[src/rtl/gpio_fun_ctrl.sv]
// rtl/gpio_fun_ctrl.sv - GPIO pad function-select controller with break-before-make sequencing and input-change irq; optional lock via GPIO_FUN_LOCK_EN
module gpio_fun_ctrl #(
    parameter int NPINS = 8,
    parameter int GUARD = 2,
    parameter int PW    = 3
) (
    input  logic               clk,
    input  logic               rst,
    input  logic               wr_en,
    input  logic [PW-1:0]      wr_pin,
    input  logic [1:0]         wr_fun,
    output logic               wr_ready,
    output logic [2*NPINS-1:0] fun_out,
    output logic               busy,
    input  logic [NPINS-1:0]   pin_in,
    output logic [NPINS-1:0]   pin_sync,
    input  logic [NPINS-1:0]   irq_clr,
    output logic [NPINS-1:0]   irq_stat,
    output logic               irq
`ifdef GPIO_FUN_LOCK_EN
    ,
    input  logic               lock,
    output logic               lock_err
`endif
);

    // ISOLATE covers GUARD-1 of the guard cycles; APPLY is the final guard cycle.
    localparam int CW   = (GUARD > 1) ? $clog2(GUARD) : 1;
    localparam int LAST = (GUARD > 1) ? GUARD - 2 : 0;

    typedef enum logic [1:0] {IDLE, ISOLATE, APPLY} state_t;

    state_t           state, state_n;
    logic [CW-1:0]    cnt;
    logic [PW-1:0]    lat_pin;
    logic [1:0]       lat_fun;
    logic [1:0]       fun_q [NPINS];
    logic [1:0]       cur_fun;
    logic [NPINS-1:0] sync1, prev, mode0;
    logic             pin_ok, accept, take, direct, start_seq;

    always_comb begin
        cur_fun = 2'd3;
        for (int i = 0; i < NPINS; i++)
            if (wr_pin == PW'(i)) cur_fun = fun_q[i];
    end

    assign pin_ok    = int'(wr_pin) < NPINS;
    assign accept    = wr_en & wr_ready & pin_ok;
`ifdef GPIO_FUN_LOCK_EN
    assign take      = accept & ~lock;
`else
    assign take      = accept;
`endif
    assign direct    = (wr_fun == cur_fun) || (wr_fun == 2'd3);
    assign start_seq = take & ~direct;

    always_ff @(posedge clk) begin
        if (rst) state <= IDLE;
        else     state <= state_n;
    end

    always_comb begin
        state_n = state;
        case (state)
            IDLE:    if (start_seq) state_n = (GUARD > 1) ? ISOLATE : APPLY;
            ISOLATE: if (cnt == CW'(LAST)) state_n = APPLY;
            APPLY:   state_n = IDLE;
            default: state_n = IDLE;
        endcase
    end

    always_comb begin
        busy     = (state != IDLE);
        wr_ready = (state == IDLE);
    end

    always_ff @(posedge clk) begin
        if (rst) begin
            for (int i = 0; i < NPINS; i++) fun_q[i] <= 2'd3;
            cnt     <= '0;
            lat_pin <= '0;
            lat_fun <= 2'd0;
        end else begin
            if (take) begin
                for (int i = 0; i < NPINS; i++)
                    if (wr_pin == PW'(i)) fun_q[i] <= direct ? wr_fun : 2'd3;
                lat_pin <= wr_pin;
                lat_fun <= wr_fun;
                cnt     <= '0;
            end
            if (state == ISOLATE) cnt <= cnt + CW'(1);
            if (state == APPLY)
                for (int i = 0; i < NPINS; i++)
                    if (lat_pin == PW'(i)) fun_q[i] <= lat_fun;
        end
    end

    always_comb begin
        fun_out = '0;
        mode0   = '0;
        for (int i = 0; i < NPINS; i++) begin
            fun_out[2*i +: 2] = fun_q[i];
            mode0[i]          = (fun_q[i] == 2'd0);
        end
    end

    // Set is OR-ed after the clear mask so a same-edge set wins.
    always_ff @(posedge clk) begin
        if (rst) begin
            sync1    <= '0;
            pin_sync <= '0;
            prev     <= '0;
            irq_stat <= '0;
        end else begin
            sync1    <= pin_in;
            pin_sync <= sync1;
            prev     <= pin_sync;
            irq_stat <= (irq_stat & ~irq_clr) | ((pin_sync ^ prev) & mode0);
        end
    end

    assign irq = |irq_stat;

`ifdef GPIO_FUN_LOCK_EN
    always_ff @(posedge clk) begin
        if (rst) lock_err <= 1'b0;
        else     lock_err <= accept & lock;
    end
`endif

endmodule
[config.mk]
export PLATFORM = sky130hd
export DESIGN_NAME = gpio_fun_ctrl
export DESIGN_NICKNAME = d
export VERILOG_FILES = /design/src/rtl/gpio_fun_ctrl.sv
export SDC_FILE = /design/constraint.sdc
export NUM_CORES = 1
export LEC_CHECK = 0
export BUFFER_PORTS_ARGS = -buffer_cell sky130_fd_sc_hd__buf_2
export CELL_PAD_IN_SITES_DETAIL_PLACEMENT = 1
export CELL_PAD_IN_SITES_GLOBAL_PLACEMENT = 2
export CORE_MARGIN = 5
export CORE_UTILIZATION = 25
export DETAILED_ROUTE_END_ITERATION = 8
export PLACE_DENSITY = 0.68
export SYNTH_ARGS = -nofsm -noshare
export SYNTH_HDL_FRONTEND = slang
export SYNTH_SLANG_ARGS = --single-unit
export TNS_END_PERCENT = 10
[constraint.sdc]
create_clock -name clk -period 1.9 [get_ports clk]
set_clock_uncertainty 0.15 [all_clocks]
set_input_delay 0.19 -clock clk [delete_from_list [all_inputs] [get_ports clk]]
set_output_delay 0.19 -clock clk [all_outputs]
set_load 0.05 [all_outputs]
==> flow_summary_export.csv, run 1 <==
group,metric,value,unit
yosys,synthCells,269,
clocking,clock_buffer_depth,2,
finish,layout.cells.non_filler,496,
setup_path,cp.arrival,1.94,ns
global_route,grt_first_pass_wirelength,11200,µm
timing,slew_worst_pin,0.417,ns
global_route,first_global_vias,2181,
timing,fmaxAchievable,0.495,GHz
floorplan,fp.dieW,110,µm
power,sw_frac_of_total,28.6,%
clocking,numCtsBuffers,5,
yosys,ys_types,34,
yosys,synth-seq-cells,56,
global_route,global_route.usage.met2,22.1,%
power,worst_ir_drop_vdd,267,µV
placed_design,detailedPlace.worstSlack,-0.224,ns
run_status,run_status,"finished with violations",
yosys,yosys_warnings,0,
worst_hold_path,hold_path.class,"in -> reg",
placed_design,portBuffers,58,
power,fin_total_pwr,2360,µW
power,power_density_over_the_cells,696,nW/µm²
yosys,post_synth_mux_area_share,3.60,%
floorplan,fp.coreArea,9770,µm²
placed_design,routabilityCongestion,0.758,
timing,finalHoldWorstSlack,0.0125,ns
setup_path,critPathRequiredTime,1.82,ns
timing,final_max_slew_viol_count,0,
route,drcViolationCount,0,
floorplan,die_area,12100,µm²
yosys,synth_top_family_by_area,"simple AND/OR/NAND/NOR gates",
yosys,postSynthAreaPerCell,9.30,µm²
yosys,synth-adder-area-share,0,%
global_route,maximum_number_of_pins_on_one_net_before_global_route_repair,34,
finish,finalNetCount,386,
route,drt_iter0_markers,106,
setup_path,path_buf_inv,1,
timing,final_ws_setup,-0.120,ns
setup_path,cpLargestDelayFamily,"compound AO/OA/AOI/OAI gates",
setup_path,critical_path.startpoint_type,"flip-flop",
route,number_of_vias_per_cell_after_detailed_routing,4.37,
route,detailed_router_iteration_count_before_antenna_repair,4,
timing,setup_violations,12,
finish,area_growth,35.4,%
setup_path,largest_fanout_of_any_net_on_the_critical_path,8,
floorplan,floorplan.die.height,110,µm
power,power_frac_seq,55.3,%
floorplan,initial_cell_density_of_the_core,25.6,%
power,combinationalPowerShare,15.4,%
timing,unrepaired_setup_endpoints_after_global_routing,"true",
yosys,synthesis.nets,293,
timing,final_period_minus_worst_setup_slack,2.02,ns
yosys,synth_compound_area_share,12.4,%
yosys,synth_simple_gate_area_share,24.9,%
route,antenna_left,0,
clocking,cts_root_buffer,"clkbuf_8",
timing,timing.slew.headroom,72.0,%
power,net_switching_power,675,µW
clocking,ctsHtreeMaxLevel,2,
setup_path,cp-end-kind,"flip-flop",
placed_design,total_half_perimeter_wirelength_after_legalization_and_detailed_placement,5610,µm
route,detailroute.via_count,2166,
route,postRouteWirelength,7280,µm
power,power.leakage,0.00136,µW
floorplan,ioPinCount,59,
setup_path,path_class,"reg -> reg",
yosys,synth_sequential_area_ratio,51.2,%
clocking,cts.reportedPaths.clkPinSlew,0.11,ns
timing,report.final.hold_viol_count,0,
finish,layout_common_cells,"buf_2 (58), dfxtp_1 (39), buf_4 (34)",
global_route,use_met3,1.98,%
flow_run,cap_viol_max_count,0,
finish,layout.cells.most_common,"buf_2",
global_route,grt_total_ovfl,0,
global_route,antenna_found_initial,0,
power,cell_internal_pwr,1680,µW
run_status,violations,"setup timing",
timing,period_share,106,%
placed_design,numPlacedInstances,478,
global_route,busiest_layer,"met2",
yosys,synth_xor_area_share,2.80,%
global_route,global_route.usage.met1,14.3,%
clocking,clk_latency,0.31,ns
clocking,cts.sink_count,56,
timing,setup_total_negative_slack,-0.690,ns
route,post_drt_wl_per_cell,14.7,µm
global_route,grtUsageTotal,12.0,%
finish,final_layout_size_suffix_gt1_share,33.1,%
setup_path,crit_chain,"mux2_4, o221ai_4, a211oi_2, nand4bb_1, buf_6, o32a_1",
yosys,mappedNetlistArea,2500,µm²
setup_path,timing.critical_path.slowest_stage_cell,"edfxtp_1",
power,clkPwrFrac,29.4,%
setup_path,max_stage_delay,0.43,ns
finish,insertedDiodeCount,0,
clocking,tritoncts,"done",
floorplan,num_rows,36,
[kinds of logic (layout without fill, tap and decap cells)]
group / after synthesis / in the layout
mux: 8 / 8
flops: 56 / 56
simple gates: 119 / 119
xor+xnor: 8 / 8
buf+inv: 32 / 126
compound gates: 46 / 46
[worst min-delay path, delay by kind of cell]
| family | cells | cell delay, ns |
|---|---|---|
| simple gates | 1 | 0.07 |
| buf+inv | 2 | 0.13 |
| compound gates | 1 | 0.05 |
[power groups by stage]
stage	registers [µW]	clock network, µW	logic (µW)
2_1_floorplan	1350	0	188
3_3_place_gp	1330	0	337
3_5_place_dp	1330	0	341
4_1_cts	1300	717	358
5_1_grt	1310	756	395
6_report	1300	693	362
[area by class of cell]
type | instances | area [µm²]
fill | 1188 | 6390
inverter | 16 | 60.1
clock inverter | 3 | 25.0
timing repair buffer | 102 | 648
tap | 133 | 166
sequential | 56 | 1280
multi-input combinational | 181 | 1140
clock buffer | 5 | 68.8
[worst paths after layout]
kind	startpoint	end	slack [ns]	cells after the start
setup reg to reg	fun_q[1][4]	fun_q[1][1]	-0.12	6
hold reg to reg	sync1[2]	pin_sync[2]	0.29	1
setup / recovery	fun_q[1][4]	fun_q[1][1]	-0.12	6
hold / removal	irq_clr[3]	irq_stat[3]	0.01	4
[sequential cells by signal, summed over array words and instances, names as in the netlist]
register  count
cnt           1
fun_q        16
irq_stat      8
lat_fun       2
lat_pin       3
pin_sync      8
prev          8
state         2
sync1         8
[routing by layer]
metal | up-vias | routed length (µm) | part of all wire [%]
met5 | - | 0 | 0
met1 | 1020 | 3170 | 43
met2 | 42 | 3660 | 50
li1 | 1097 | - | -
met3 | 7 | 354 | 4.9
met4 | 0 | 106 | 1.5
[synth_stat cells (all sizes together)]
| master | n | share of area [%] |
|---|---|---|
| nor3 | 17 | 3.4 |
| or3b | 1 | 0.35 |
| o22a | 6 | 2.1 |
| dfxtp | 40 | 32 |
| nor2 | 29 | 4.4 |
| o21ai | 3 | 0.60 |
| xnor2 | 8 | 2.8 |
| a21oi | 23 | 4.6 |
| nor2b | 25 | 6.3 |
| nor4b | 1 | 0.35 |
| buf | 7 | 1.4 |
| nand4bb | 1 | 0.45 |
| nand3 | 4 | 0.80 |
| nor3b | 3 | 1.3 |
| mux2 | 2 | 1.2 |
| a31oi | 3 | 0.75 |
| inv | 16 | 2.4 |
| clkbuf | 9 | 1.4 |
| a211oi | 2 | 0.60 |
| nand2 | 22 | 3.3 |
| a21o | 3 | 0.90 |
| o32a | 4 | 1.6 |
| and4b | 1 | 0.40 |
| or2 | 4 | 1.0 |
| nand3b | 4 | 1.2 |
| mux2i | 6 | 2.4 |
| o221ai | 2 | 1.2 |
| edfxtp | 16 | 19 |
| nor4 | 2 | 0.50 |
| nand2b | 5 | 1.3 |
[through the flow]
stage / area, µm² / util (%)
6_report: 3390 / 34.7
5_1_grt: 3390 / 34.7
4_1_cts: 3340 / 34.2
3_5_place_dp: 3150 / 32.2
3_3_place_gp: 3150 / 32.2
2_1_floorplan: 2500 / -
[repair_timing]
action	CTS	global route
hold endpoints to repair	8	0
endpoints found under the setup margin	16	24
hold buffers	8	0
pin swaps	1	4
buffers inserted	1	1
gates resized for setup	2	10
(Power assumes the default switching activity.)
==> run 2: changes to the inputs <==
--- a/config.mk
+++ b/config.mk
@@ -8,10 +8,10 @@
 export BUFFER_PORTS_ARGS = -buffer_cell sky130_fd_sc_hd__buf_2
 export CELL_PAD_IN_SITES_DETAIL_PLACEMENT = 1
 export CELL_PAD_IN_SITES_GLOBAL_PLACEMENT = 2
-export CORE_MARGIN = 5
 export CORE_UTILIZATION = 25
 export DETAILED_ROUTE_END_ITERATION = 8
-export PLACE_DENSITY = 0.68
+export PLACE_DENSITY = 0.65
+export SKIP_LAST_GASP = 1
 export SYNTH_ARGS = -nofsm -noshare
 export SYNTH_HDL_FRONTEND = slang
 export SYNTH_SLANG_ARGS = --single-unit
==> constraint.sdc (replaced) <==
create_clock -name clk -period 2 [get_ports clk]
set_clock_uncertainty 0.15 [all_clocks]
set_input_delay 0.2 -clock clk [delete_from_list [all_inputs] [get_ports clk]]
set_output_delay 0.2 -clock clk [all_outputs]
set_load 0.05 [all_outputs]
==> run 2 against run 1 <==
The flow still finishes with violations (setup timing). Via count is 0.18% lower. First-iteration DRC count is 35% lower. Count of clock-buffer cells in the layout stayed put. Die area is 14% lower. Final area is 2.8% lower. Utilization is 0.80 points lower. Highest routed layer unchanged. Largest power group unchanged. Largest cell class unchanged. Clock power is 5.8% lower. Cell count is 1.6% lower. Register-to-register slack better by 0.06 ns.
==> flow_summary_export.csv, run 2 (synthesis results as in run 1) <==
group,metric,value,unit
power,fin_total_pwr,2230,µW
finish,area_growth,31.7,%
route,number_of_vias_per_cell_after_detailed_routing,4.43,
route,antenna_left,0,
timing,finalHoldWorstSlack,0.00472,ns
route,drcViolationCount,0,
finish,insertedDiodeCount,0,
finish,finalNetCount,378,
finish,final_layout_size_suffix_gt1_share,29.6,%
run_status,run_status,"finished with violations",
global_route,grt_first_pass_wirelength,11300,µm
route,detailed_router_iteration_count_before_antenna_repair,4,
setup_path,worst_setup_path_startpoint,"fun_q[1][1]",
timing,timing.slew.headroom,69.6,%
timing,final_max_slew_viol_count,0,
run_status,violations,"setup timing",
power,worst_ir_drop_vdd,244,µV
floorplan,fp.dieW,102,µm
setup_path,path_class,"reg -> reg",
clocking,cts.sink_count,56,
worst_hold_path,min-delay-start,"rst",
finish,largest_register,"fun_q",
timing,report.final.hold_viol_count,0,
global_route,grtUsageTotal,14.5,%
timing,unrepaired_setup_endpoints_after_global_routing,"true",
placed_design,numPlacedInstances,469,
clocking,clk_latency,0.31,ns
clocking,ctsHtreeMaxLevel,2,
setup_path,worstReg2RegStart,"fun_q[1][1]",
clocking,tritoncts,"done",
worst_hold_path,hold_path_depth,2,
power,power_density_over_the_cells,677,nW/µm²
timing,final_ws_setup,-0.0566,ns
global_route,antenna_found_initial,0,
route,postRouteWirelength,7220,µm
finish,layout.cells.non_filler,488,
timing,slew_worst_pin,0.452,ns
finish,layout_common_cells,"buf_2 (58), dfxtp_1 (40), nor2_1 (29)",
setup_path,cp-end-kind,"flip-flop",
route,drt_iter0_markers,69,
setup_path,largest_fanout_of_any_net_on_the_critical_path,8,
timing,final_period_minus_worst_setup_slack,2.06,ns
global_route,grt_total_ovfl,0,
clocking,clock_buffer_depth,2,
timing,fmaxAchievable,0.486,GHz
power,power.leakage,0.00133,µW
route,detailroute.via_count,2162,
clocking,cts.reportedPaths.clkPinSlew,0.11,ns
timing,setup_violations,12,
finish,largest_register_ffs,16,
placed_design,total_half_perimeter_wirelength_after_legalization_and_detailed_placement,5510,µm
finish,layout.cells.most_common,"buf_2",
placed_design,routabilityCongestion,0.724,
floorplan,fp.coreArea,9730,µm²
placed_design,placement.cell_area,3080,µm²
global_route,first_global_vias,2103,
finish,layout.cell_area.non_filler,3290,µm²
setup_path,critical_path.startpoint_type,"flip-flop",
floorplan,ioPinCount,59,
setup_path,reg2regPathDepth,6,
placed_design,portBuffers,58,
floorplan,initial_cell_density_of_the_core,25.7,%
setup_path,cp.arrival,1.97,ns
flow_run,cap_viol_max_count,0,
worst_hold_path,hold_path.class,"in -> reg",
setup_path,critPathRequiredTime,1.91,ns
timing,period_share,103,%
route,post_drt_wl_per_cell,14.8,µm
placed_design,detailedPlace.worstSlack,-0.152,ns
global_route,maximum_number_of_pins_on_one_net_before_global_route_repair,34,
floorplan,num_rows,36,
floorplan,floorplan.die.height,102,µm
clocking,cts_root_buffer,"clkbuf_8",
clocking,numCtsBuffers,5,
floorplan,die_area,10400,µm²
## run 2: changes by cell type in the layout (fill, tap and decap cells not counted), sizes merged
cell      before  now
buf           94   86
clkinvlp       1    0
inv           18   19
## run 2: report_power, final
part / switching, µW / internal, µW
clock network: 395 / 258
logic: 199 / 138
registers: 38.0 / 1200
## run 2: layer usage
layer | track usage (%) | wire length, µm
met5 | 0 | 0
met4 | 4.18 | 83
met3 | 2.39 | 254
met2 | 25.4 | 3520
met1 | 18.3 | 3360
## run 2: layout make-up
type | count | area, µm²
Clock buffer | 5 | 68.8
Clock inverter | 3 | 23.8
Fill cell | 1169 | 6440
Inverter | 16 | 60.1
Multi-Input combinational cell | 181 | 1110
Sequential cell | 56 | 1280
Tap cell | 133 | 166
Timing Repair Buffer | 94 | 584
## run 2: metrics by stage
step / util [%] / TNS [ns]
global placement: 31.6 / -0.205
CTS: 33.7 / -0.444
global route: 33.8 / -1.61
finish: 33.8 / -0.320
floorplan: - / -3.20
detailed placement: 31.6 / -1.17
## run 2: path summary, 6_finish.rpt
check	slack (ns)	endpoint
min	0.005	lat_pin[2]
min reg2reg	0.30	pin_sync[3]
max reg2reg	-0.06	fun_q[0][1]
max	-0.06	fun_q[0][1]
## run 2: worst max-delay path, cell delays in order (launching register included)
cell and delay, ns:
edfxtp_1 0.44, mux2_4 0.29, o221ai_2 0.18, a21o_1 0.16
nand4bb_1 0.13, buf_6 0.17, o32a_1 0.29
## run 2: repair_timing
action	4_1_cts	5_1_grt
resized for setup	2	1
gates cloned	0	0
hold buffers	8	0
endpoints found under the setup margin	12	19
endpoints found under the hold margin	8	0
setup buffers	2	1
pin swaps	1	2
==> run 3: changes to the inputs <==
--- a/config.mk
+++ b/config.mk
@@ -5,12 +5,13 @@
 export SDC_FILE = /design/constraint.sdc
 export NUM_CORES = 1
 export LEC_CHECK = 0
+export ABC_AREA = 1
 export BUFFER_PORTS_ARGS = -buffer_cell sky130_fd_sc_hd__buf_2
 export CELL_PAD_IN_SITES_DETAIL_PLACEMENT = 1
 export CELL_PAD_IN_SITES_GLOBAL_PLACEMENT = 2
 export CORE_UTILIZATION = 25
 export DETAILED_ROUTE_END_ITERATION = 8
-export PLACE_DENSITY = 0.65
+export PLACE_DENSITY = 0.69
 export SKIP_LAST_GASP = 1
 export SYNTH_ARGS = -nofsm -noshare
 export SYNTH_HDL_FRONTEND = slang
==> run 3 against run 2 <==
The run now ends clean. Count of clock-buffer cells in the layout grew 2. Final area grew 6.9%. Maximum frequency grew 8.0%. Sequential power is essentially flat. Cell count grew 20%. Worst hold slack gained 0.10 ns. Setup slack gained 0.15 ns. Total power grew 3.0%. Wire length grew 10%. Die area grew 7.8%. Synthesized area grew 7.9%.
==> flow_summary_export.csv, run 3 <==
group,metric,value,unit
run_status,run_status,"finished clean",
timing,final_ws_setup,0.0954,ns
floorplan,fp.dieW,106,µm
clocking,tritoncts,"done",
global_route,first_global_vias,2579,
setup_path,path_class,"reg -> reg",
setup_path,largest_fanout_of_any_net_on_the_critical_path,7,
setup_path,cp-end-kind,"flip-flop",
route,drt_iter0_markers,64,
finish,layout.cells.most_common,"inv_1",
global_route,grt_total_ovfl,0,
setup_path,worst_setup_path_startpoint,"fun_q[0][1]",
floorplan,num_rows,37,
worst_hold_path,min-delay-start,"wr_pin[2]",
clocking,cts_root_buffer,"clkbuf_8",
power,worst_ir_drop_vdd,294,µV
global_route,grt_first_pass_wirelength,13000,µm
placed_design,placement.cell_area,3210,µm²
route,antenna_left,0,
yosys,synthDominantAreaCellType,"dfxtp_1",
setup_path,reg2regPathDepth,11,
global_route,maximum_number_of_pins_on_one_net_before_global_route_repair,42,
setup_path,cp.depth,11,
worst_hold_path,hold_path_depth,3,
yosys,synth-edff-count,16,
yosys,yosys-top-cells-area,"dfxtp_1 (30%), edfxtp_1 (18%), inv_1 (11%)",
yosys,synth_sequential_area_ratio,47.5,%
timing,fmaxAchievable,0.525,GHz
finish,final.fill_count,1310,
floorplan,initial_cell_density_of_the_core,25.9,%
route,number_of_vias_per_cell_after_detailed_routing,4.32,
clocking,ctsHtreeMaxLevel,2,
setup_path,critical_path.startpoint_type,"flip-flop",
route,detailroute.via_count,2543,
setup_path,crit_chain,"inv_1, nand3_1, nand4_1, nor2_2, nand4_2, nand2_1, nand2_1, nand2_2, nand4_1, nand2_1, inv_1",
yosys,synthesis.nets,388,
yosys,postSynth.topFlopCell,"dfxtp_1",
global_route,grtUsageTotal,15.0,%
worst_hold_path,hold_path.class,"in -> reg",
clocking,clock_buffer_depth,2,
finish,largest_register_ffs,16,
timing,final_max_slew_viol_count,0,
yosys,mappedNetlistArea,2700,µm²
setup_path,worst_path_most_repeated_cell,"nand2_1",
timing,setup_violations,0,
route,postRouteWirelength,7950,µm
setup_path,timing.reg2reg.setup_slack,0.1,ns
yosys,synth-async-reset-ratio,0,%
placed_design,portBuffers,58,
clocking,clk_latency,0.32,ns
finish,layout.cell_area.non_filler,3520,µm²
yosys,postSynthAreaPerCell,7.41,µm²
yosys,ys_top_cells_by_count,"inv_1 (76), nand2_1 (74), nor2_1 (56)",
setup_path,worstReg2RegStart,"fun_q[0][1]",
floorplan,die_area,11200,µm²
finish,area_growth,30.5,%
flow_run,cap_viol_max_count,0,
finish,insertedDiodeCount,0,
placed_design,routabilityCongestion,0.823,
finish,finalNetCount,475,
clocking,cts.reportedPaths.clkPinSlew,0.11,ns
setup_path,cp.arrival,1.84,ns
global_route,antenna_found_initial,0,
worst_hold_path,hold-path-endpoint,"lat_pin[2]",
timing,setup_total_negative_slack,0,ns
floorplan,fp.coreArea,10400,µm²
finish,final_layout_size_suffix_gt1_share,22.6,%
finish,layout_common_cells,"inv_1 (76), nand2_1 (74), buf_2 (58)",
setup_path,timing.critical_path.slowest_stage_cell,"edfxtp_1",
finish,layout.area.seq,1280,µm²
timing,period_share,95.2,%
setup_path,critPathRequiredTime,1.94,ns
yosys,synth-seq-cells,56,
timing,unrepaired_setup_endpoints_after_global_routing,"true",
floorplan,ioPinCount,59,
setup_path,max_stage_delay,0.37,ns
finish,largest_register,"fun_q",
route,drcViolationCount,0,
placed_design,detailedPlace.worstSlack,-0.0970,ns
yosys,yosys_warnings,0,
yosys,post-synth-top-count-cell,"inv_1",
setup_path,rr_endpoint,"fun_q[0][5]",
yosys,post-synth-top-area-fraction,29.7,%
timing,finalHoldWorstSlack,0.105,ns
placed_design,total_half_perimeter_wirelength_after_legalization_and_detailed_placement,6240,µm
finish,layout.cells.non_filler,588,
finish,multiInputGateArea,1100,µm²
yosys,ys_types,27,
route,detailed_router_iteration_count_before_antenna_repair,4,
route,post_drt_wl_per_cell,13.5,µm
timing,slew_worst_pin,0.499,ns
clocking,cts.sink_count,56,
setup_path,cpLargestDelayFamily,"simple AND/OR/NAND/NOR gates",
power,power_density_over_the_cells,652,nW/µm²
clocking,numCtsBuffers,5,
setup_path,path_buf_inv,2,
yosys,synthCells,364,
power,power.leakage,0.00168,µW
placed_design,numPlacedInstances,561,
timing,final_period_minus_worst_setup_slack,1.90,ns
timing,timing.slew.headroom,66.4,%
timing,report.final.hold_viol_count,0,
floorplan,floorplan.die.height,106,µm
## run 3: layer usage
layer | global-route usage [%] | vias up | wire length [µm]
li1 | - | 1291 | -
met1 | 19.6 | 1201 | 3710
met2 | 25.7 | 47 | 3930
met3 | 2.88 | 4 | 257
met4 | 2.98 | 0 | 49
met5 | 0 | - | 0
## run 3: what timing repair did
item	4_1_cts	5_1_grt
gates resized for setup	0	4
hold buffers	17	0
setup endpoints to repair	0	21
endpoints found under the hold margin	17	0
setup buffers	0	2
## run 3: worst min-delay path: stages
cell and delay, ns:
buf_2 0.16, nand2_1 0.11, a21oi_1 0.07
## run 3: area by class of cell
type	instances	share of cell area, %
Inverter	78	8.32
Multi-Input combinational cell	221	31.4
Sequential cell	56	36.4
Clock inverter	1	0.249
Tap cell	136	4.83
Clock buffer	7	2.77
Timing Repair Buffer	89	16.1
## run 3: per-stage QoR
step	util, %	power [µW]
CTS	33.5	2330
global placement	30.8	1560
global route	33.8	2410
finish	33.8	2300
floorplan	-	1460
detailed placement	30.8	1560
## run 3: worst max path at each step
stage,endpoint
2_1_floorplan,fun_q[0][0]
3_3_place_gp,fun_q[1][6]
3_5_place_dp,fun_q[1][6]
4_1_cts,fun_q[1][6]
5_1_grt,fun_q[0][4]
6_report,fun_q[0][5]
## run 3: cells by family after synthesis
logic type	count (synthesis)	synth area share [%]
and+or+nand+nor	185	31.2
buffers and inverters	87	12.6
DFF	56	47.5
AOI/OAI and AO/OA	28	6.17
xor gates and xnor gates	8	2.60
## run 3: where the power goes
group	switching [µW]	internal [µW]	total [µW]
Combinational	223	108	331
Clock	404	330	734
Sequential	27.1	1200	1230
